## src/rtl/alu_arbiter.sv

```systemverilog
// Two-port arbiter sharing one combinational ALU; one operation in flight, registered result.
// Define ALU_ARBITER_ROUND_ROBIN_EN for round-robin arbitration (fixed priority to port 0 otherwise).

module alu_core #(
    parameter int WORD_SIZE = 32
) (
    input  logic [WORD_SIZE-1:0] a,
    input  logic [WORD_SIZE-1:0] b,
    input  logic [3:0]           op,
    output logic [WORD_SIZE-1:0] result
);
    localparam int SHW = $clog2(WORD_SIZE);

    logic [SHW-1:0] shamt;
    assign shamt = b[SHW-1:0];

    always_comb begin
        result = '0;
        case (op[2:0])
            3'd0: result = op[3] ? (a - b) : (a + b);
            3'd1: result = a << shamt;
            3'd2: result = {{(WORD_SIZE-1){1'b0}}, ($signed(a) < $signed(b))};
            3'd3: result = {{(WORD_SIZE-1){1'b0}}, (a < b)};
            3'd4: result = a ^ b;
            3'd5: begin
                // Kept out of a ternary so the signed context of >>> is not lost.
                if (op[3]) result = $unsigned($signed(a) >>> shamt);
                else       result = a >> shamt;
            end
            3'd6: result = a | b;
            3'd7: result = a & b;
            default: result = '0;
        endcase
    end
endmodule

module alu_arbiter #(
    parameter int WORD_SIZE = 32
) (
    input  logic                 clk,
    input  logic                 reset,
    input  logic                 req0_valid,
    output logic                 req0_ready,
    input  logic [WORD_SIZE-1:0] req0_a,
    input  logic [WORD_SIZE-1:0] req0_b,
    input  logic [3:0]           req0_op,
    input  logic                 req1_valid,
    output logic                 req1_ready,
    input  logic [WORD_SIZE-1:0] req1_a,
    input  logic [WORD_SIZE-1:0] req1_b,
    input  logic [3:0]           req1_op,
    output logic                 rsp0_valid,
    input  logic                 rsp0_ready,
    output logic                 rsp1_valid,
    input  logic                 rsp1_ready,
    output logic [WORD_SIZE-1:0] rsp_result,
    output logic                 busy,
    output logic [1:0]           fsm_state
);
    // Handshakes: a transfer happens on a rising edge where valid and ready are both high.
    // Requesters hold valid/operands until ready; the owner holds rsp ready as it likes.
    typedef enum logic [1:0] {
        IDLE = 2'd0,
        EXEC = 2'd1,
        RESP = 2'd2
    } state_t;

    state_t               state;
    state_t               state_next;
    logic [WORD_SIZE-1:0] a_q;
    logic [WORD_SIZE-1:0] b_q;
    logic [3:0]           op_q;
    logic                 owner_q;
    logic [WORD_SIZE-1:0] result_q;
    logic [WORD_SIZE-1:0] alu_out;
    logic                 grant;
    logic                 take;
    logic                 owner_ready;

`ifdef ALU_ARBITER_ROUND_ROBIN_EN
    logic last_grant;
`endif

    alu_core #(.WORD_SIZE(WORD_SIZE)) u_alu (
        .a      (a_q),
        .b      (b_q),
        .op     (op_q),
        .result (alu_out)
    );

    always_comb begin
        grant = 1'b0;
        if (req0_valid && req1_valid) begin
`ifdef ALU_ARBITER_ROUND_ROBIN_EN
            grant = ~last_grant;
`else
            grant = 1'b0;
`endif
        end else if (req1_valid) begin
            grant = 1'b1;
        end
    end

    // Request acceptance depends only on state, never on response-side inputs.
    assign take        = (state == IDLE) && (req0_valid || req1_valid) && !reset;
    assign req0_ready  = take && !grant;
    assign req1_ready  = take && grant;
    assign owner_ready = owner_q ? rsp1_ready : rsp0_ready;

    always_comb begin
        state_next = state;
        case (state)
            IDLE:    if (take) state_next = EXEC;
            EXEC:    state_next = RESP;
            RESP:    if (owner_ready) state_next = IDLE;
            default: state_next = IDLE;
        endcase
    end

    always_ff @(posedge clk) begin
        if (reset) begin
            state    <= IDLE;
            a_q      <= '0;
            b_q      <= '0;
            op_q     <= '0;
            owner_q  <= 1'b0;
            result_q <= '0;
`ifdef ALU_ARBITER_ROUND_ROBIN_EN
            last_grant <= 1'b1;
`endif
        end else begin
            state <= state_next;
            if (take) begin
                a_q     <= grant ? req1_a  : req0_a;
                b_q     <= grant ? req1_b  : req0_b;
                op_q    <= grant ? req1_op : req0_op;
                owner_q <= grant;
`ifdef ALU_ARBITER_ROUND_ROBIN_EN
                last_grant <= grant;
`endif
            end
            if (state == EXEC) result_q <= alu_out;
        end
    end

    assign rsp0_valid = (state == RESP) && !owner_q && !reset;
    assign rsp1_valid = (state == RESP) && owner_q && !reset;
    assign rsp_result = result_q;
    assign busy       = (state != IDLE) && !reset;
    assign fsm_state  = state;
endmodule

```

## config.mk

```make
export PLATFORM = sky130hd
export DESIGN_NAME = alu_arbiter
export DESIGN_NICKNAME = d
export VERILOG_FILES = /design/src/rtl/alu_arbiter.sv
export SDC_FILE = /design/constraint.sdc
export NUM_CORES = 1
export LEC_CHECK = 0
export CAP_MARGIN = 20
export CORE_MARGIN = 10
export CORE_UTILIZATION = 41
export DETAILED_ROUTE_END_ITERATION = 10
export DONT_BUFFER_PORTS = 1
export GPL_TIMING_DRIVEN = 0
export SKIP_CTS_REPAIR_TIMING = 1
export SLEW_MARGIN = 20
export SYNTH_ARGS = -nofsm -noshare
export SYNTH_HDL_FRONTEND = slang
export SYNTH_HIERARCHICAL = 1
export SYNTH_SLANG_ARGS = --single-unit
```

## constraint.sdc

```tcl
create_clock -name clk -period 6.65 [get_ports clk]
set_input_delay 0.9975 -clock clk [delete_from_list [all_inputs] [get_ports clk]]
set_output_delay 0.9975 -clock clk [all_outputs]
set_load 0.02 [all_outputs]
```

## After elaboration in Yosys (flattened, before gate mapping)

Cells that the tools add are included.

- Flip-flop bits (word level): 103
- Input port bits: 142
- Output and inout bits: 39

- $add $sub $neg: 2
- Magnitude comparators: 2
- Equal/unequal tests: 11
- Shift-type cells: 3
- Muxes and demuxes: 12
- Bitwise operators: 3
- Reduce and logical (&&, ||, !) cells: 18

Operators by type and width:

| cell | number |
|---|---|
| 32-bit one-hot mux with 8 select lines | 1 |
| 32-bit 2-to-1 mux | 4 |
| 32-bit < comparator | 2 |
| 32-bit adder | 1 |
| 32-bit AND | 1 |
| 32-bit OR | 1 |
| 32-bit by 5-bit left shift with 32-bit output | 1 |
| 32-bit by 5-bit right shift with 32-bit output | 1 |
| 32-bit by 5-bit >>> shifter with 32-bit output | 1 |
| 32-bit subtractor | 1 |
| 32-bit XOR | 1 |
| 3-bit == test, second input constant | 4 |
| 1-bit logical AND | 10 |
| 3-bit by 2-bit == test with 1-bit output, second input constant | 2 |
| 2-bit one-hot mux with 3 select lines | 1 |
| 2-bit 2-to-1 mux | 2 |
| 4-bit 2-to-1 mux | 1 |
| 2-bit inequality test, second input constant | 2 |
| 3-bit by 1-bit == test with 1-bit output, second input constant | 1 |
| 1-bit zero test | 3 |
| 3-bit zero test | 1 |
| 1-bit 2-to-1 mux | 3 |
| 2-bit by 1-bit == test with 1-bit output, second input constant | 1 |
| 2-bit == test, second input constant | 1 |
| other kinds (4) | 4 |

## Logic depth before layout (Yosys ltp)

Gate-level depths: netlist of the first run.

- Depth in word-level cells: 5
- Mapped depth: 16
- Mapped depth without buffers: 15

## By module

Netlist of the first run, hierarchy kept.

By module, submodules not included:

| module | instances | cells an instance | area an instance (um2) | sequential area each (um2) |
|---|---|---|---|---|
| alu_core | 1 | 1331 | 8498.2 | 0.0 |
| alu_arbiter | 1 | 397 | 3955.0 | 2062.0 |

## Worst setup path after synthesis of the first run

OpenSTA, ideal clock, no wires.

- Path kind: register -> register
- Start: reg b_q[1]
- End: reg result_q[26], in the netlist rsp_result[26]
- Arrival: 4.000 ns
- Data required time: 6.518 ns
- Path slack: 2.518 ns
- Stages on the path, launching flop included: 17
- Path buffers: 3
- Period minus slack after synthesis: 4.132 ns
- Cells stage by stage: dfxtp_1 -> inv_1 -> buf_1 -> clkbuf_1 -> clkbuf_1 -> fa_1 -> nand2b_1 -> a221oi_1 -> o311ai_1 -> a311o_1 -> o31ai_4 -> a21boi_1 -> or2_1 -> and4_1 -> or3_1 -> nand2_1 -> a21oi_1

- Word-level cells in the longest chain between the ends: 3
- Elaborated cells between the ends (all ways): 8

Ends and longest elaborated chain:

| what | line | RTL |
|---|---|---|
| from (decl) | 71 | `logic [WORD_SIZE-1:0] b_q;` |
| from (signal assigned) | 135 | `b_q <= grant ? req1_b : req0_b;` |
| 32-bit adder (tied with other cells) | 20 | `3'd0: result = op[3] ? (a - b) : (a + b);` |
| 32-bit 2-to-1 mux, on equally long branches | 20, 27 |  |
| 32-bit one-hot mux with 8 select lines (*) | 19 | `case (op[2:0])` |
| named net alu_out[26] | 75 | `logic [WORD_SIZE-1:0] alu_out;` |
| to (signal assigned) | 142 | `if (state == EXEC) result_q <= alu_out;` |
| to (decl) | 74 | `logic [WORD_SIZE-1:0] result_q;` |

The timed path passes the listed nets; every way through them passes the cells marked *.
A chain may end at the register's enable or synchronous reset.

## Worst setup path in the final report of the first run

- Start: reg b_q[3]
- End: reg result_q[22], in the netlist rsp_result[22]

Same word-level chain as after synthesis.

==> impl_metrics.prom, run 1 <==
# TYPE chip_impl_metric gauge
chip_impl_metric{name="combinational_power_share",unit="%"} 54.5
chip_impl_metric{name="postRouteAntennaNets",unit=""} 0
chip_impl_metric{name="power.share.sequential",unit="%"} 26.0
chip_impl_metric{name="drt_iter0_drcs",unit=""} 2318
chip_impl_metric{name="yosysWarningCount",unit=""} 6
chip_impl_info{name="largest_family_of_logic_cells_by_synthesized_area",value="compound AO/OA/AOI/OAI gates"} 1
chip_impl_metric{name="net-switching-power",unit="W"} 0.00160
chip_impl_metric{name="dr_total_vias",unit=""} 14604
chip_impl_metric{name="synth-seq-cells",unit=""} 103
chip_impl_metric{name="wl",unit="um"} 67400
chip_impl_metric{name="insertion_delay",unit="ps"} 400
chip_impl_metric{name="crit_arrival",unit="ps"} 6080
chip_impl_metric{name="clock_tree.htree_level_count",unit=""} 3
chip_impl_metric{name="synth.yosys.seq_area_share",unit="%"} 16.6
chip_impl_metric{name="cp_slowest_stage_delay",unit="ps"} 750
chip_impl_metric{name="number_of_buffers_inserted_during_clock_tree_synthesis",unit=""} 9
chip_impl_metric{name="detailed_route_drc_error_count",unit=""} 0
chip_impl_metric{name="multi_input_gate_area_in_the_final_layout",unit="um^2"} 9370
chip_impl_info{name="grt_setup_unrepaired",value="no"} 1
chip_impl_metric{name="layout-area-overhead-vs-synth",unit="%"} 6.39
chip_impl_metric{name="rows",unit=""} 63
chip_impl_metric{name="clkTransAtPathRegs",unit="ps"} 90
chip_impl_metric{name="layout.core_utilization",unit="%"} 44.5
chip_impl_metric{name="power.density_cell_area",unit="nW/um^2"} 232
chip_impl_metric{name="first_pass_drt_iterations",unit=""} 7
chip_impl_metric{name="worst-endpoint-required",unit="ps"} 6920
chip_impl_metric{name="synth_edf_count",unit=""} 0
chip_impl_metric{name="grt_resource_usage_total",unit="%"} 33.8
chip_impl_metric{name="die_h",unit="um"} 194
chip_impl_metric{name="setup_tns",unit="ps"} 0
chip_impl_info{name="netlist.top_cell.by_area",value="dfxtp_1"} 1
chip_impl_metric{name="fp.dieW",unit="um"} 194
chip_impl_metric{name="io_buffer_count",unit=""} 0
chip_impl_metric{name="final-hold-violation-count",unit=""} 0
chip_impl_info{name="ys.flop_type",value="dfxtp_1"} 1
chip_impl_metric{name="initial_core_util",unit="%"} 41.8
chip_impl_metric{name="clock_skew",unit="ps"} 20.8
chip_impl_metric{name="synth_simple_gate_area_share",unit="%"} 16.2
chip_impl_metric{name="syn_nets",unit=""} 1969
chip_impl_metric{name="grt_first_pass_wirelength",unit="um"} 96100
chip_impl_info{name="cts_tree",value="yes"} 1
chip_impl_info{name="run_status",value="completed"} 1
chip_impl_metric{name="power_frac_clock",unit="%"} 19.4
chip_impl_metric{name="synthXorXnorAreaFrac",unit="%"} 1.69
chip_impl_info{name="post_synth_main_area_contributors",value="dfxtp_1 (17%), ha_1 (9.7%), mux2i_1 (7.3%), a21oi_1 (6.7%), o21ai_0 (5.9%)"} 1
chip_impl_metric{name="grt.overflow.total",unit=""} 0
chip_impl_metric{name="crit_path_max_fanout",unit=""} 11
chip_impl_metric{name="multiplexer_fraction_of_the_synthesized_cell_area",unit="%"} 10.6
chip_impl_metric{name="synth_fa_ha_area_share",unit="%"} 10.1
chip_impl_metric{name="drive_gt1_share",unit="%"} 5.10
chip_impl_metric{name="relSlewSlack",unit="%"} 25.4
chip_impl_metric{name="final_setup_violations",unit=""} 0
chip_impl_metric{name="synth_largest_type_area_fraction",unit="%"} 16.6
chip_impl_metric{name="pin_count_of_the_biggest_net_entering_global_routing",unit=""} 18
chip_impl_metric{name="seq_area",unit="um^2"} 2060
chip_impl_info{name="hold_class",value="reg2reg"} 1
chip_impl_metric{name="power.static_leakage",unit="nW"} 4.93
chip_impl_metric{name="clock_path_buffers",unit=""} 2
chip_impl_metric{name="post_synth_inst_count",unit=""} 1728
chip_impl_metric{name="clock-sinks",unit=""} 103
chip_impl_metric{name="fmax",unit="MHz"} 172
chip_impl_metric{name="synth_area_per_cell",unit="um^2"} 7.21
chip_impl_info{name="setup.worst_path.class",value="reg2reg"} 1
chip_impl_info{name="setup.worst_path.start_class",value="flop"} 1
chip_impl_metric{name="routed_via_density",unit=""} 6.84
chip_impl_info{name="worstPathCellList",value="inv_1 > clkbuf_1 > clkbuf_1 > ha_1 > buf_2 > a221oi_1 > o311ai_1 > a311o_1 > o21ai_0 > a2111oi_0 > a21oi_1 > xnor2_1 > o211ai_1 > nand2_1 > a21oi_1"} 1
chip_impl_metric{name="avgRoutedWirePerCell",unit="um"} 31.6
chip_impl_metric{name="design.core.area",unit="um^2"} 29800
chip_impl_metric{name="max-cap-violations",unit=""} 0
chip_impl_info{name="yosys.cell_count.top_type",value="nor2_1"} 1
chip_impl_metric{name="post_synth_num_cell_types",unit=""} 83
chip_impl_info{name="synth.cells.most_frequent",value="nor2_1 (169), a21oi_1 (166), nand2_1 (164), o21ai_0 (148), inv_1 (112)"} 1
chip_impl_info{name="cpMaxStageDelayCell",value="clkbuf_1"} 1
chip_impl_metric{name="finalWeightedCongestion",unit=""} 1.04
chip_impl_metric{name="max_ir_drop_vdd",unit="uV"} 188
chip_impl_info{name="worst_setup_end_kind",value="flop"} 1
chip_impl_metric{name="synth_compound_area_share",unit="%"} 36.7
chip_impl_metric{name="asr_flop_ratio_synth",unit="%"} 0
chip_impl_metric{name="layout_net_count",unit=""} 1980
chip_impl_metric{name="layout.filler_cells",unit=""} 3203
chip_impl_metric{name="finalWorstPathRequiredPeriod",unit="ps"} 5810
chip_impl_metric{name="post-route-period-util",unit="%"} 87.4
chip_impl_metric{name="mappedNetlistArea",unit="um^2"} 12500
chip_impl_metric{name="grt_antenna_before_repair",unit=""} 1
chip_impl_metric{name="die-area",unit="um^2"} 37700
chip_impl_metric{name="intPower",unit="W"} 0.00148
chip_impl_metric{name="worst_slew_pin_slew",unit="ps"} 1120
chip_impl_metric{name="first_global_vias",unit=""} 13876
chip_impl_metric{name="sw_frac_of_total",unit="%"} 52.0
chip_impl_metric{name="ios",unit=""} 181
chip_impl_metric{name="post-dp-hpwl",unit="um"} 54500
chip_impl_metric{name="drv_slew",unit=""} 0
chip_impl_info{name="cts.root.buffer_cell",value="clkbuf_16"} 1
logic make-up after synthesis:
| family | count (synthesis) |
|---|---|
| adder cells (fa/ha/maj) | 99 |
| buffers and inverters | 259 |
| XOR/XNOR | 24 |
| AO/OA/AOI/OAI | 671 |
| AND/OR/NAND/NOR | 458 |
| flip-flops | 103 |
| multiplexers | 114 |
cell type report:
cell class | instances | area share [%]
plain buffers | 145 | 4.50
diodes | 1 | 0.0189
clock buffers | 11 | 1.83
well taps | 390 | 3.68
clock inverters | 5 | 0.472
inverters | 114 | 3.23
multi-input cells | 1366 | 70.7
flip-flops and latches | 103 | 15.6
power by group through the flow:
stage / logic (W) / clock network (W) / registers (W)
finish: 0.00168 / 0.000599 / 0.000802
global route: 0.00175 / 0.000623 / 0.000809
CTS: 0.00158 / 0.000602 / 0.000798
detailed placement: 0.00158 / 0 / 0.000812
global placement: 0.00159 / 0 / 0.000810
floorplan: 0.00102 / 0 / 0.000760
registers in the layout, indices dropped and copies added, names as in the netlist:
register and flops:
b_q 32, op_q 4, rsp_result 32, owner_q 1, a_q 32, fsm_state 2
final timing paths:
check / depth (start not counted) / endpoint / slack (ps) / start
hold / removal: 1 / op_q[3] / 480 / op_q[3]
hold reg to reg: 1 / op_q[3] / 480 / op_q[3]
setup / recovery: 15 / rsp_result[22] / 840 / b_q[3]
setup reg to reg: 15 / rsp_result[22] / 840 / b_q[3]
metal layers:
layer  GRT usage, %  vias to the layer above  routed length (um)
li1               -                     6357                   -
met1           43.6                     7019               27600
met2           51.0                     1034               28600
met3           8.35                      192                7590
met4           17.2                        2                3550
met5              0                        -                  13
layout by cell type, fill, tap and decap left out, types with 6 or more instances in the layout:
cell type	count
clkbuf_1	104
dfxtp_1	103
a31oi_1	14
xnor2_1	21
ha_1	97
o221ai_1	10
buf_2	20
a21o_1	20
a22oi_1	81
o22ai_1	7
buf_1	18
o21ai_0	147
mux2i_1	91
nor2b_1	10
inv_1	112
o31ai_1	6
mux4_2	13
or3_1	12
nand2b_1	18
nor4_1	9
a221oi_1	15
and3_1	7
nand2_1	164
o211ai_1	31
nand3_1	15
clkbuf_16	9
nor2_1	169
a222oi_1	8
mux2_2	10
nor3_1	26
a211oi_1	16
a21oi_1	166
a211o_1	14
o2bb2ai_1	59
o2bb2ai_2	10
stage by stage:
step / hold WS, ps / power [W] / area (um^2) / cells / setup slack [ps]
after floorplan: 431 / 0.00178 / 12500 / 1728 / 2520
after global placement: 448 / 0.00240 / 12900 / 2118 / 1080
after detailed placement: 460 / 0.00239 / 12900 / 2118 / 1170
after CTS: 481 / 0.00298 / 13200 / 2134 / 1150
after global routing: 506 / 0.00318 / 13200 / 2134 / 657
final: 481 / 0.00308 / 13200 / 2135 / 836
worst max-delay path: cells and delay by family, from the launching register on:
family	cells	cell delay [ps]
XOR/XNOR	1	540
AO/OA/AOI/OAI	8	2320
AND/OR/NAND/NOR	1	140
buffers and inverters	4	1910
adder cells (fa/ha/maj)	1	220
flip-flops	1	540
(Power assumes the default switching activity.)
==> inputs of run 2 (changes only) <==
==> constraint.sdc (replaced) <==
create_clock -name clk -period 6.65 [get_ports clk]
set_input_delay 1.33 -clock clk [delete_from_list [all_inputs] [get_ports clk]]
set_output_delay 1.33 -clock clk [all_outputs]
set_load 0.02 [all_outputs]
==> results of run 2 <==
Final layout, timing and power as in run 1 (identical DEF).
